[src/rtl/flash_read_responder.sv]
// Flash-side read responder for the audio address counter.
// A read request level arrives from the slow audio-clock domain. It is synchronized
// into the 50 MHz domain and turned into one single-word Avalon-MM read. The returned
// word is presented with a level-held valid that is released by a 4-phase handshake.
module flash_read_responder #(
    parameter int unsigned ADDR_WIDTH     = 23,
    parameter int unsigned DATA_WIDTH     = 32,
    parameter int unsigned SYNC_STAGES    = 2,   // must be >= 2
    parameter int unsigned TIMEOUT_CYCLES = 256
) (
    input  logic                  clk,
    input  logic                  reset_n,
    input  logic                  addr_req,
    input  logic [ADDR_WIDTH-1:0] req_address,
    output logic [DATA_WIDTH-1:0] flash_data,
    output logic                  data_valid,
    output logic                  busy,
    output logic                  read_error,
    output logic                  flash_mem_read,
    output logic [ADDR_WIDTH-1:0] flash_mem_address,
    output logic [3:0]            flash_mem_byteenable,
    output logic [5:0]            flash_mem_burstcount,
    input  logic                  flash_mem_waitrequest,
    input  logic [DATA_WIDTH-1:0] flash_mem_readdata,
    input  logic                  flash_mem_readdatavalid
);

    localparam int unsigned CntWidth = $clog2(TIMEOUT_CYCLES + 1);
    localparam logic [CntWidth-1:0] CntLast = CntWidth'(TIMEOUT_CYCLES - 1);

    typedef enum logic [1:0] {
        StIdle,
        StIssue,
        StWaitData,
        StDone
    } state_e;

    state_e                  state_q, state_d;
    logic [SYNC_STAGES-1:0]  req_sync_q;
    logic                    req_s;
    logic [ADDR_WIDTH-1:0]   addr_q, addr_d;
    logic [DATA_WIDTH-1:0]   data_q, data_d;
    logic                    err_q, err_d;
    logic [CntWidth-1:0]     cnt_q, cnt_d;

    assign req_s = req_sync_q[SYNC_STAGES-1];

    // Request synchronizer: the address is not synchronized, it is stable while the
    // request level is high and is only sampled once req_s has settled.
    always_ff @(posedge clk or negedge reset_n) begin
        if (!reset_n) begin
            req_sync_q <= '0;
        end else begin
            req_sync_q <= {req_sync_q[SYNC_STAGES-2:0], addr_req};
        end
    end

    // State, address, data, error and timeout registers.
    always_ff @(posedge clk or negedge reset_n) begin
        if (!reset_n) begin
            state_q <= StIdle;
            addr_q  <= '0;
            data_q  <= '0;
            err_q   <= 1'b0;
            cnt_q   <= '0;
        end else begin
            state_q <= state_d;
            addr_q  <= addr_d;
            data_q  <= data_d;
            err_q   <= err_d;
            cnt_q   <= cnt_d;
        end
    end

    // Next-state logic. A new request is only accepted from IDLE, and IDLE is only
    // re-entered once req_s has dropped, so each request yields exactly one read.
    always_comb begin
        state_d = state_q;
        addr_d  = addr_q;
        data_d  = data_q;
        err_d   = err_q;
        cnt_d   = cnt_q;
        unique case (state_q)
            StIdle: begin
                if (req_s) begin
                    addr_d  = req_address;
                    cnt_d   = '0;
                    state_d = StIssue;
                end
            end
            StIssue: begin
                if (!flash_mem_waitrequest) begin
                    // Data may come back in the very cycle the command is accepted.
                    if (flash_mem_readdatavalid) begin
                        data_d  = flash_mem_readdata;
                        err_d   = 1'b0;
                        state_d = StDone;
                    end else begin
                        state_d = StWaitData;
                    end
                end
            end
            StWaitData: begin
                cnt_d = cnt_q + CntWidth'(1);
                // Valid data wins over a timeout in the same cycle.
                if (flash_mem_readdatavalid) begin
                    data_d  = flash_mem_readdata;
                    err_d   = 1'b0;
                    state_d = StDone;
                end else if (cnt_q == CntLast) begin
                    err_d   = 1'b1;
                    state_d = StDone;
                end
            end
            StDone: begin
                if (!req_s) begin
                    state_d = StIdle;
                end
            end
            default: begin
                state_d = StIdle;
            end
        endcase
    end

    // Outputs decoded from registered state.
    always_comb begin
        flash_mem_read       = (state_q == StIssue);
        busy                 = (state_q != StIdle);
        data_valid           = (state_q == StDone);
        flash_mem_address    = addr_q;
        flash_data           = data_q;
        read_error           = err_q;
        flash_mem_byteenable = 4'hF;
        flash_mem_burstcount = 6'd1;
    end

endmodule

[config.mk]
export PLATFORM = sky130hd
export DESIGN_NAME = flash_read_responder
export DESIGN_NICKNAME = d
export VERILOG_FILES = /design/src/rtl/flash_read_responder.sv
export SDC_FILE = /design/constraint.sdc
export NUM_CORES = 1
export LEC_CHECK = 0
export CORE_UTILIZATION = 42
export DETAILED_ROUTE_END_ITERATION = 6
export MAX_ROUTING_LAYER = met4
export PLACE_DENSITY = 0.8
export SETUP_SLACK_MARGIN = 0.5
export SLEW_MARGIN = 20
export SYNTH_ARGS = -nofsm -noshare
export SYNTH_HDL_FRONTEND = slang
export SYNTH_SLANG_ARGS = --single-unit
[constraint.sdc]
create_clock -name clk -period 2.4 [get_ports clk]
set_input_delay 0.24 -clock clk [delete_from_list [all_inputs] [get_ports clk]]
set_output_delay 0.24 -clock clk [all_outputs]
set_load 0.005 [all_outputs]
==> metrics.cfg, run 1 <==
[status]
status=complete, no violations

[clocking]
clk_latency_ns=0.34
hold_buffers=0
clk_pin_slew_worst_paths_ns=0.07
cts_buffers=9
cts_tree=yes
h-tree-depth=3
clockBufferDepth=2
clock_sinks=69
root_buffer=clkbuf_8

[routing]
detail_route.wl_per_cell_um=15.2
drc=0
ant_nets=0
dr.pass1.iters=4
viasPerCell=4.98
drt_iter0_markers=93
vias=2113
routed_wl_um=6460

[power]
irDropWorstVdd_mv=0.597
p_sw_mw=1.58
power.share.sequential_pct=37.1
p_sw_share_pct=29.2
p_comb_share_pct=47.2
p_leak_nw=1.88
internal_power_mw=3.83
cellPowerDensity_nw_per_um2=1210
clkPwrFrac_pct=15.7

[placement]
portBuffers=118
dp.cells=399
hpwl_um=4470
gp_congestion=0.809
post_dp_cell_area_um2=4150
post-place-ws_ns=0.340

[synthesis]
ys_types=31
yosysSeqAreaShare_pct=59.6
synth_top_area_share_pct=59.6
synth_top_area_cell=dfrtp_1
ys.flop_type=dfrtp_1
synth_seq_cells=69
syn_area_um2=2900
synth_edf_count=0
synth_cells=208
ys_warn_count=0
ys_async_sr_fraction_pct=100
ys_top_cells_by_area=dfrtp_1 (60%), mux2_2 (21%), buf_4 (3.6%)
synth.avg_cell_area_um2=13.9

[worst_setup_path]
cp_top_family=simple AND/OR/NAND/NOR gates
slowest_delay_ns=0.43
arrival_ns=2.10
cp_max_fo=3
r2r_cells=7
cp_cell_sequence=ha_4 -> nand3_2 -> nor2_2 -> ha_2 -> or3b_1 -> nand4_1 -> mux2_4
crit_path_start_kind=register
cp_slowest_cell=dfrtp_1
worst-path-buf-inv=0
required_ns=2.62
path_class=reg2reg
end_kind=register
crit_cells=7
regToRegSetupSlack_ns=0.52
worst_r2r_endpoint=state_q[1]
worstReg2RegStart=cnt_q[0]

[layout]
nets=409
antenna_cells=0
final_cell_mix=clkdlybuf4s50_1 (117), dfrtp_1 (67), mux2_2 (52)
instances_no_fill=424
stdcell_area_um2=4470
layout_commonest_cell=clkdlybuf4s50_1
final_util_pct=68.8
drive_gt1_share_pct=28.2
area_growth_pct=54.1

[timing]
max_freq_mhz=531
rsz0062_at_grt=yes
drv_slew=0
setup-violations-final=0
fin_skew_ns=0.00500
fin_crit_sh_pct=78.4
setup_slack_ns=0.519
slew_headroom_pct=44.8
finalSetupTns_ns=0
period_needed_ns=1.88
worst_slew_pin_slew_ns=0.829
hold_violations=0

[job]
cap_viol_max_count=0

[global_routing]
overflow=0
grtUsageTotal_pct=18.7
grt_pass1_wl_um=9980
grt_max_degree=39
antenna_found_initial=0
grt_pass1_vias=2113

[min_path]
min_path_type=in2async

[die]
dieArea_um2=7240
rows=29
io_pins=129
initial_utilization_pct=44.6
coreArea_um2=6490
fp.dieW_um=85.1
die_h_um=85.1

how the worst max path moves through the flow:
stage / from / endpoint / slack, ns
6_report: cnt_q[0] / state_q[1] / 0.52
5_1_grt: cnt_q[0] / state_q[1] / 0.46
4_1_cts: state_q[1] / flash_mem_read / 0.45
3_5_place_dp: state_q[0] / state_q[1] / 0.34
3_3_place_gp: state_q[0] / state_q[1] / 0.46
2_1_floorplan: cnt_q[0] / state_q[1] / 0.59
stage by stage:
stage          hold WS, ns  power (mW)
2_1_floorplan      -0.0556        3.02
3_3_place_gp         0.339        4.31
3_5_place_dp         0.336        4.39
4_1_cts             0.0313        5.27
5_1_grt             0.0688        5.74
6_report          0.000212        5.41
power groups by stage:
stage                     Sequential, mW  Clock, mW  Combinational [mW]
after floorplan                     2.02          0                1.00
after global placement              1.97          0                2.34
after detailed placement            2.00          0                2.38
after CTS                           1.99      0.877                2.40
after global routing                2.07      0.934                2.73
final                               2.01      0.852                2.55
synth_stat cells (2+ instances only):
cell and count:
xnor2_1 2, nand2_1 10, o21ai_0 7, buf_4 14
ha_1 7, nor2b_1 2, a21oi_1 3, dfrtp_1 69
nand4_1 2, conb_1 2, nand3_1 5, nor2_1 4
and3_1 2, mux2_1 3, inv_1 7, mux2_2 53
buf_2 2
cell families (layout without fill, tap and decap cells):
family                     Yosys count  count (layout)  share of synthesized area [%]
other                                2              10                          0.259
buffers and inverters               23             154                           4.88
DFF                                 69              69                           59.6
AOI/OAI and AO/OA                   17              17                           3.84
and+or+nand+nor                     31              31                           5.57
xor gates and xnor gates             2               2                          0.605
muxes                               57              57                           22.2
adders and majority gates            7               7                           3.02
layer usage:
metal  GRT usage [%]  wire length (µm)  part of all wire [%]
met1            22.9              2740                    42
met3            3.79               307                   4.8
met2            29.4              3250                    50
met4            9.55               170                   2.6
met5               -                 0                     0
state kept, by name (all words and copies together), names as in the netlist:
register,cells
flash_data,32
req_sync_q,2
cnt_q,9
flash_mem_address,23
state_q,2
read_error,1
final cells by class:
class | instances | area [µm²]
clock buffer | 12 | 155
clock inverter | 4 | 22.5
fill | 489 | 2030
inverter | 7 | 26.3
multi-input combinational | 124 | 1140
sequential | 69 | 1730
tap | 77 | 96.3
timing repair buffer | 131 | 1300
what timing repair did:
action,CTS,global route
hold endpoints to repair,0,0
gates resized for setup,3,15
endpoints found under the setup margin,6,34
buffers inserted,0,9
pin swaps,0,2
Note: power is estimated with default switching activity, not from simulation.
==> run 2, diff against run 1 <==
- clock period: 2.4 -> 1.95 ns (I/O delays scaled with it)
==> metrics.cfg, run 2 (synthesis results as in run 1) <==
[worst_setup_path]
crit_cells=7
crit_path_start_kind=register
cp_cell_sequence=ha_4 -> nand3_2 -> nor2_2 -> ha_2 -> or3b_1 -> nand4_1 -> mux2_4
r2r_cells=7
slowest_delay_ns=0.43
arrival_ns=2.10
required_ns=2.16
worst_r2r_endpoint=state_q[1]
cp_slowest_cell=dfrtp_1
end_kind=register
cp_max_fo=4
path_class=reg2reg
startpoint=cnt_q[0]
regToRegSetupSlack_ns=0.06
cp_top_family=simple AND/OR/NAND/NOR gates
worstReg2RegStart=cnt_q[0]
worst-path-buf-inv=0

[min_path]
min-delay-start=addr_req
min_path_type=in2reg
hold_path_end=req_sync_q[0]
hold_depth=1

[placement]
dp.cells=400
portBuffers=118
hpwl_um=4660
gp_congestion=0.891

[global_routing]
overflow=0
grtUsageTotal_pct=22.8
grt_pass1_wl_um=12200
grt_max_degree=53
grt_pass1_vias=2348
antenna_found_initial=0

[layout]
area_growth_pct=80.2
final_cell_mix=clkdlybuf4s50_1 (103), dfrtp_1 (68), mux2_4 (51)
nets=443
drive_gt1_share_pct=37.5
antenna_cells=0
layout_commonest_cell=clkdlybuf4s50_1
largest_register_ff_count=32
instances_no_fill=458

[power]
p_total_mw=8.42
cellPowerDensity_nw_per_um2=1610
irDropWorstVdd_mv=1.01
p_leak_nw=2.50

[routing]
dr.max_layer_used=met4
wl_met3_um=407
drt_iter0_markers=84
drc=0
vias=2332
detail_route.wl_per_cell_um=18.8
routed_wl_um=8620
ant_nets=0
dr_wl_met2_um=4610
met1_length_um=3540
viasPerCell=5.09
dr.pass1.iters=4

[timing]
finalSetupTns_ns=0
period_needed_ns=1.89
setup-violations-final=0
drv_slew=0
fin_skew_ns=0.0109
fin_crit_sh_pct=96.9
max_freq_mhz=529
hold_violations=0
rsz0062_at_grt=yes

[die]
coreArea_um2=6490
die_h_um=85.1
rows=29
initial_utilization_pct=44.6
dieArea_um2=7240
io_pins=129
fp.dieW_um=85.1

[job]
cap_viol_max_count=0

[clocking]
cts_tree=yes
clk_pin_slew_worst_paths_ns=0.07
clock_sinks=69
cts_buffers=9
clk_latency_ns=0.33
clockBufferDepth=2
h-tree-depth=3
root_buffer=clkbuf_8

[status]
status=complete, no violations

run 2: worst max path at each step:
stage,to
finish,state_q[1]
global route,state_q[1]
CTS,state_q[1]
detailed placement,state_q[0]
global placement,state_q[0]
floorplan,state_q[1]
run 2: what timing repair did:
action	in CTS	in global routing
resized for setup	29	51
endpoints found under the setup margin	66	85
hold buffers	1	0
pin swaps	8	7
setup buffers	21	14
hold endpoints to repair	17	0
cloned	3	3
run 2: area by class of cell:
type	instances	area [µm²]
Timing Repair Buffer	165	1750
Fill cell	359	1270
Clock buffer	10	128
Sequential cell	69	1730
Multi-Input combinational cell	124	1410
Inverter	7	28.8
Tap cell	77	96.3
Clock inverter	6	87.6
run 2: layer usage:
metal / track usage, % / vias to the layer above
li1: - / 1040
met1: 27.0 / 1196
met2: 39.0 / 88
met3: 5.54 / 8
met4: 6.32 / 0
met5: - / -
run 2: power by group:
group | switching (mW) | total [mW] | internal (mW)
clock network | 0.555 | 1.28 | 0.721
registers | 0.427 | 2.52 | 2.09
logic | 1.49 | 4.62 | 3.13
run 2: metrics by stage:
stage	utilization [%]	cell area, µm²	setup slack (ns)	hold WS (ns)
global placement	67.0	4350	0.176	0.156
floorplan	-	3140	0.226	-0.101
CTS	75.2	4880	0.174	0.293
global route	80.4	5220	0.0199	0.303
detailed placement	67.0	4350	0.148	0.161
finish	80.4	5220	0.0613	0.303
